## config.mk

```make
export PLATFORM = sky130hd
export DESIGN_NAME = dpram_pipe
export DESIGN_NICKNAME = d
export VERILOG_FILES = /design/src/rtl/dpram_pipe_pkg.sv /design/src/rtl/dpram_rd_pipe.sv /design/src/rtl/dpram_pipe.sv
export SDC_FILE = /design/constraint.sdc
export NUM_CORES = 1
export LEC_CHECK = 0
export CAP_MARGIN = 20
export CORE_MARGIN = 4
export CORE_UTILIZATION = 56
export CTS_BUF_LIST = sky130_fd_sc_hd__clkbuf_16
export DETAILED_ROUTE_END_ITERATION = 8
export PLACE_DENSITY = 0.77
export SYNTH_ARGS = -nofsm -noshare
export SYNTH_HDL_FRONTEND = slang
export SYNTH_SLANG_ARGS = --single-unit
```

## constraint.sdc

```tcl
create_clock -name clk -period 2.2 [get_ports clk]
set_input_delay 0.55 -clock clk [delete_from_list [all_inputs] [get_ports clk]]
set_output_delay 0.55 -clock clk [all_outputs]
set_load 0.005 [all_outputs]
```

## src/rtl/dpram_pipe_pkg.sv

```systemverilog
// Shared constants and helpers for the pipelined dual-port RAM.
// Helpers work on a fixed maximum width; callers extend and truncate.
package dpram_pipe_pkg;

  localparam int unsigned RDW_WRITE_FIRST = 0;
  localparam int unsigned RDW_READ_FIRST  = 1;

  localparam int unsigned MAX_W = 256;
  localparam int unsigned MAX_B = MAX_W / 8;

  // Replace the bytes of old_w selected by be with the bytes of new_w.
  function automatic logic [MAX_W-1:0] byte_merge(input logic [MAX_W-1:0] old_w,
                                                  input logic [MAX_W-1:0] new_w,
                                                  input logic [MAX_B-1:0] be);
    logic [MAX_W-1:0] merged;
    merged = old_w;
    for (int i = 0; i < int'(MAX_B); i++) begin
      if (be[i]) merged[8*i +: 8] = new_w[8*i +: 8];
    end
    return merged;
  endfunction

  // Even parity: the bit that makes the total number of ones even.
  function automatic logic byte_par(input logic [7:0] b);
    return ^b;
  endfunction

endpackage

```

## src/rtl/dpram_rd_pipe.sv

```systemverilog
// Read output register stage, RD_LAT (1 or 2) deep, carrying data, valid and parity error.
// Data registers load only on valid so the output holds between reads.
module dpram_rd_pipe #(
  parameter int unsigned DATA_W = 32,
  parameter int unsigned RD_LAT = 1
) (
  input  logic              clk,
  input  logic              n_rst,
  input  logic              in_valid,
  input  logic [DATA_W-1:0] in_data,
  input  logic              in_perr,
  output logic              out_valid,
  output logic [DATA_W-1:0] out_data,
  output logic              out_perr
);

  logic              s1_valid_q;
  logic [DATA_W-1:0] s1_data_q;
  logic              s1_perr_q;

  always_ff @(posedge clk) begin
    if (!n_rst) begin
      s1_valid_q <= 1'b0;
      s1_data_q  <= '0;
      s1_perr_q  <= 1'b0;
    end else begin
      s1_valid_q <= in_valid;
      s1_perr_q  <= in_valid & in_perr;
      if (in_valid) s1_data_q <= in_data;
    end
  end

  if (RD_LAT == 2) begin : g_lat2
    logic              s2_valid_q;
    logic [DATA_W-1:0] s2_data_q;
    logic              s2_perr_q;

    always_ff @(posedge clk) begin
      if (!n_rst) begin
        s2_valid_q <= 1'b0;
        s2_data_q  <= '0;
        s2_perr_q  <= 1'b0;
      end else begin
        s2_valid_q <= s1_valid_q;
        s2_perr_q  <= s1_perr_q;
        if (s1_valid_q) s2_data_q <= s1_data_q;
      end
    end

    assign out_valid = s2_valid_q;
    assign out_data  = s2_data_q;
    assign out_perr  = s2_perr_q;
  end else begin : g_lat1
    assign out_valid = s1_valid_q;
    assign out_data  = s1_data_q;
    assign out_perr  = s1_perr_q;
  end

endmodule

```

## src/rtl/dpram_pipe.sv

```systemverilog
// Flop-based dual-port RAM with byte enables, 1/2-cycle read latency and RDW policy.
// Define DPRAM_PARITY_EN to add per-byte even parity with par_inj / par_err ports.
module dpram_pipe
  import dpram_pipe_pkg::*;
#(
  parameter int unsigned DATA_W   = 32,
  parameter int unsigned ADDR_W   = 4,
  parameter int unsigned RD_LAT   = 1,
  parameter int unsigned RDW_MODE = 0
) (
  input  logic                clk,
  input  logic                n_rst,
  input  logic                write_en,
  input  logic [ADDR_W-1:0]   w_addr,
  input  logic [DATA_W/8-1:0] w_be,
  input  logic [DATA_W-1:0]   datain,
  input  logic                read_en,
  input  logic [ADDR_W-1:0]   r_addr,
`ifdef DPRAM_PARITY_EN
  input  logic                par_inj,
  output logic                par_err,
`endif
  output logic [DATA_W-1:0]   dataout,
  output logic                rd_valid
);

  localparam int unsigned NB    = DATA_W / 8;
  localparam int unsigned DEPTH = 2 ** ADDR_W;

  typedef logic [DATA_W-1:0] word_t;
  typedef logic [NB-1:0]     be_t;

  if ((DATA_W % 8) != 0 || DATA_W == 0) begin : g_bad_width
    $error("dpram_pipe: DATA_W must be a non-zero multiple of 8");
  end
  if (DATA_W > MAX_W) begin : g_too_wide
    $error("dpram_pipe: DATA_W exceeds helper width");
  end
  if (RD_LAT != 1 && RD_LAT != 2) begin : g_bad_lat
    $error("dpram_pipe: RD_LAT must be 1 or 2");
  end
  if (RDW_MODE != RDW_WRITE_FIRST && RDW_MODE != RDW_READ_FIRST) begin : g_bad_rdw
    $error("dpram_pipe: RDW_MODE must be 0 or 1");
  end

  word_t mem_q [DEPTH];

  always_ff @(posedge clk) begin
    if (!n_rst) begin
      for (int i = 0; i < int'(DEPTH); i++) mem_q[i] <= '0;
    end else if (write_en) begin
      for (int b = 0; b < int'(NB); b++) begin
        if (w_be[b]) mem_q[w_addr][8*b +: 8] <= datain[8*b +: 8];
      end
    end
  end

  word_t rd_stored;
  word_t rd_word;
  be_t   rd_bypass_be;
  logic  rd_hit;
  logic  rd_perr;

  // Write-first bypass is a byte merge of the stored word with this cycle's write data.
  always_comb begin
    rd_stored    = mem_q[r_addr];
    rd_hit       = write_en && (w_addr == r_addr);
    rd_bypass_be = (RDW_MODE == RDW_WRITE_FIRST && rd_hit) ? w_be : '0;
    rd_word      = word_t'(byte_merge(MAX_W'(rd_stored), MAX_W'(datain), MAX_B'(rd_bypass_be)));
  end

`ifdef DPRAM_PARITY_EN
  be_t par_q [DEPTH];

  always_ff @(posedge clk) begin
    if (!n_rst) begin
      for (int i = 0; i < int'(DEPTH); i++) par_q[i] <= '0;
    end else if (write_en) begin
      for (int b = 0; b < int'(NB); b++) begin
        if (w_be[b]) par_q[w_addr][b] <= byte_par(datain[8*b +: 8]) ^ par_inj;
      end
    end
  end

  // Bypassed bytes carry fresh data, so only stored bytes are checked.
  always_comb begin
    rd_perr = 1'b0;
    for (int b = 0; b < int'(NB); b++) begin
      if (!rd_bypass_be[b] && (par_q[r_addr][b] != byte_par(rd_stored[8*b +: 8]))) begin
        rd_perr = 1'b1;
      end
    end
  end
`else
  assign rd_perr = 1'b0;
  logic unused_par_err;
`endif

  dpram_rd_pipe #(
    .DATA_W(DATA_W),
    .RD_LAT(RD_LAT)
  ) u_rd_pipe (
    .clk      (clk),
    .n_rst    (n_rst),
    .in_valid (read_en),
    .in_data  (rd_word),
    .in_perr  (rd_perr),
    .out_valid(rd_valid),
    .out_data (dataout),
`ifdef DPRAM_PARITY_EN
    .out_perr (par_err)
`else
    .out_perr (unused_par_err)
`endif
  );

endmodule

```

==> results.txt <==
- Type of the tightest min-delay check: in -> reg
* Clock tree from TritonCTS: yes
- Number of warnings printed during yosys synthesis: 0
- The path with the worst hold slack has its endpoint at u_rd_pipe.out_data[2]$_SDFFE_PN0P_.
- Via density per instance: between 5 and 6
- DR WL/cell: roughly 24 um
- FF+latch count, synth: around 550
- The netlist uses 27 different library cells.
- Crit share post-route: between 90% and 100%
- Die width: 220 um
* Library cell with the largest summed area after synthesis: sky130_fd_sc_hd__edfxtp_1
- Data arrives at the worst endpoint at between 2 and 2.5 ns.
- Outcome: finished, final reports clean
- In this run the most critical hold path is launched from n_rst.
- IO Port Bufs: 80
- Gate family responsible for the most delay along the worst path: buffers and inverters
* Overall power: around 23 mW
- Summing every instance area after synthesis gives 25100 um^2.
- Number of enable flip-flop cells after synthesis: between 500 and 600
- After technology mapping, the gate count stands at roughly 1700.
- Most frequent cell after synthesis: sky130_fd_sc_hd__and2_1
- Summed over all layers, the routed wires come to 60900 um.
* PwrDens: 783 nW/um^2
- Number of diodes: 0
- For the worst-skew pair, the clock arrives at the later sink with an insertion delay of 0.60 ns.
- In the synthesized netlist the dominant register cell turns out to be sky130_fd_sc_hd__edfxtp_1.
- Worst path cell trace: clkdlybuf4s50_1 -> nor2b_1 -> nand2_1 -> buf_4 -> o21ai_0 -> buf_4
* Sequential cell area fraction in the yosys report: between 60% and 70%
- In this run the static leakage power is between 10 and 15 nW.
* Combined buffer and inverter count along the critical path: 3
- Data on the critical path is required at its endpoint by approximately 2.5 ns.
* Slowest stage cell, crit path: sky130_fd_sc_hd__clkdlybuf4s50_1
- Global-route wire length before repair: 94600 um
- Global routing consumed, over all layers together, about a quarter of the routing resources.
* Final critical-path required period: ~2.1 ns
- Setup violations remaining at the end of the flow were counted as 0.
* Number of buffers between clock root and the deepest sink: 3
- Syn_nets: roughly 1800
- Pin count of the biggest net entering global routing: 65
- Max Clock Freq: roughly 470 MHz
- R2r setup slk: around 0.70 ns
- Die Y: 220 um
- Number of top-level design ports: around 80
- Clock slew seen by the registers of the worst setup and hold paths: about 0.060 ns
- In this run the tightest slew margin relative to its limit is a little under half.
- Maximum VDD drop: 0.000580 V
* Total gr overflow: 0
- The net count of the finished layout is 2000.
* Post-synth top cells: sky130_fd_sc_hd__and2_1 (514), sky130_fd_sc_hd__edfxtp_1 (512), sky130_fd_sc_hd__mux4_2 (96), sky130_fd_sc_hd__o21ai_0 (91), sky130_fd_sc_hd__clkbuf_1 (83)
* Hold Crit Depth: 4
- Setup slack at placement: -0.487 ns
- For the worst flop-to-flop path, the logic depth is 4.
- For the pin with the worst max-slew slack, the measured transition is 0.815 ns.
- met2 is the most crowded layer.
- Across the run, the number of max-cap violations was 0.
* Terminus of the critical flop-to-flop path: u_rd_pipe.out_data[12]$_SDFFE_PN0P_
- The worst setup path is launched from an input pin.
- Largest stage delay on the critical path: about 0.60 ns
- Core Region: between 40000 and 50000 um^2
* Number of max-slew violations in the final report: 0
- After detailed routing, the number of remaining DRC violations is 0.
- The share of synthesized area in the top cell type comes to roughly three fifths.
- The detailed router finished its first iteration with between 1500 and 2000 violations.
- For met3 alone, demand over resource in global routing was under 10%.
- For this run, asynchronously set or reset flops after synthesis account for 0%.
- Global placement routability congestion: between 0.8 and 0.9
- Worst path most repeated cell: sky130_fd_sc_hd__buf_4
- Capturing element type of the critical path: register
- H-tree lvl count: 2
- In the final layout, the share of cells above drive strength 1 is 21.1%.
* Average footprint of a synthesized cell: between 10 and 15 um^2
- Via count of the first global-routing pass: approximately 16000
- The die covers around 48000 um^2.
- Half-perimeter wire length after placement: between 40000 and 50000 um
* Vias after detailed routing: about 15000
- Cell row count: 77
- The startpoint identified for the worst register-to-register timing path is mem_q[15][12]$_SDFFCE_PN0P_.
* Critical path peak fanout: 8
- Setup repair after global routing left no endpoint under its margin.
* Antenna violations before repair: 0
- Worst setup path class: in -> reg
- From synthesis to final layout, the design area changed by 17.9%.
- Final cell utilization of the core: approximately two thirds
- Number of buffers created by CTS: 54
* Met1 global-route usage: 35.1%
* Number of sinks handled by clock tree synthesis: 545
* Setup skew after layout: around 0.014 ns
* Met2 layer usage reported by global route: a little over two fifths
- Antenna Nets Post-Route: 0
- Initial standard-cell utilization of the core: about 57%
* Fin worst setup slack: around 0.09 ns
- The number of endpoints with negative hold slack in the final report was 0.
* Leading cell types by total area after synthesis: sky130_fd_sc_hd__edfxtp_1 (61%), sky130_fd_sc_hd__and2_1 (13%), sky130_fd_sc_hd__mux4_2 (8.6%), sky130_fd_sc_hd__dfxtp_1 (2.6%), sky130_fd_sc_hd__mux2i_1 (2.6%)
- CTS Root Buffer Type: sky130_fd_sc_hd__clkbuf_16
- First drt pass iteration count: 6
## repair_timing
item | 4_1_cts | 5_1_grt
buffers inserted | 0 | 0
endpoints found under the setup margin | 0 | 1
hold endpoints to repair | 0 | 0
resized for setup | 0 | 1
hold buffers | 0 | 0
## registers in the layout, indices dropped and copies added, names as in the netlist
name and cells:
u_rd_pipe.out_data 32, u_rd_pipe.out_valid 1, mem_q 512
## kinds of logic after synthesis
logic type | synth area share (%)
compound gates | 6.03
buf+inv | 2.41
xor+xnor | 0.170
simple gates | 14.8
flops | 63.9
mux | 12.6
## how the worst max path moves through the flow
stage / from / slack [ns] / depth (start not counted) / endpoint
after floorplan: w_addr[3] / -0.01 / 4 / mem_q[11][0]$_SDFFCE_PN0P_
after global placement: w_addr[0] / -0.50 / 7 / mem_q[6][12]$_SDFFCE_PN0P_
after detailed placement: w_addr[0] / -0.49 / 6 / mem_q[5][12]$_SDFFCE_PN0P_
after CTS: u_rd_pipe.out_data[22]$_SDFFE_PN0P_ / 0.08 / 1 / dataout[22]
after global routing: w_addr[2] / 0.03 / 7 / mem_q[5][10]$_SDFFCE_PN0P_
final: w_addr[0] / 0.09 / 6 / mem_q[5][8]$_SDFFCE_PN0P_
## per-stage QoR
| step | hold WS, ns | area (um^2) | std cells | TNS, ns |
|---|---|---|---|---|
| global route | 0.419 | 29600 | 2586 | 0 |
| global placement | 0.596 | 27900 | 2488 | -221.33 |
| detailed placement | 0.603 | 27900 | 2488 | -253.18 |
| floorplan | 0.586 | 25100 | 1732 | -0.755 |
| CTS | 0.387 | 29600 | 2586 | 0 |
| finish | 0.419 | 29600 | 2586 | 0 |
## layout make-up
| cell class | instances | area (um^2) |
|---|---|---|
| sequential | 545 | 16000 |
| clock inverter | 41 | 289 |
| clock buffer | 57 | 1430 |
| tap | 592 | 741 |
| fill | 3030 | 14700 |
| timing repair buffer | 288 | 2640 |
| inverter | 1 | 3.75 |
| multi-input combinational | 1062 | 8440 |
## worst reg2reg max path, cell delays in order (launching register included)
cell and delay (ns):
sky130_fd_sc_hd__edfxtp_1 0.37, sky130_fd_sc_hd__mux4_2 0.49, sky130_fd_sc_hd__mux2_2 0.32, sky130_fd_sc_hd__nand2_1 0.09
sky130_fd_sc_hd__a31oi_1 0.10
## routing by layer
layer | wire length, um | up-vias
met1 | 24100 | 7638
met4 | 2040 | 0
met3 | 4320 | 124
met2 | 30400 | 643
met5 | 0 | -
li1 | - | 6906
## placed cells by master, fill, tap and decap left out, types with 4 or more instances in the layout
cell / netlist / routed
sky130_fd_sc_hd__bufinv_16: 0 / 4
sky130_fd_sc_hd__dfxtp_1: 33 / 33
sky130_fd_sc_hd__mux2i_1: 64 / 64
sky130_fd_sc_hd__mux4_2: 96 / 96
sky130_fd_sc_hd__inv_1: 1 / 11
sky130_fd_sc_hd__nand2_1: 41 / 41
sky130_fd_sc_hd__clkinv_2: 0 / 9
sky130_fd_sc_hd__clkdlybuf4s50_1: 0 / 74
sky130_fd_sc_hd__o21ai_0: 91 / 91
sky130_fd_sc_hd__edfxtp_1: 512 / 512
sky130_fd_sc_hd__o21a_1: 36 / 36
sky130_fd_sc_hd__a31oi_1: 32 / 32
sky130_fd_sc_hd__o21ai_1: 5 / 5
sky130_fd_sc_hd__mux2_2: 32 / 32
sky130_fd_sc_hd__a221oi_1: 32 / 32
sky130_fd_sc_hd__clkbuf_16: 0 / 57
sky130_fd_sc_hd__buf_12: 0 / 23
sky130_fd_sc_hd__nand3_1: 10 / 10
sky130_fd_sc_hd__o41ai_1: 32 / 32
sky130_fd_sc_hd__and2_1: 514 / 514
sky130_fd_sc_hd__clkinvlp_4: 0 / 5
sky130_fd_sc_hd__buf_4: 8 / 186
sky130_fd_sc_hd__clkinv_1: 0 / 13
sky130_fd_sc_hd__nor2_1: 66 / 65
## where the power goes
group          leakage, nW  internal (mW)  switching [mW]
Combinational         4.55          0.990            1.13
Clock                0.869           5.11            3.82
Sequential            5.14           11.9           0.206
Total                 10.6           18.0            5.16
Power figures use the tool's default switching activity.
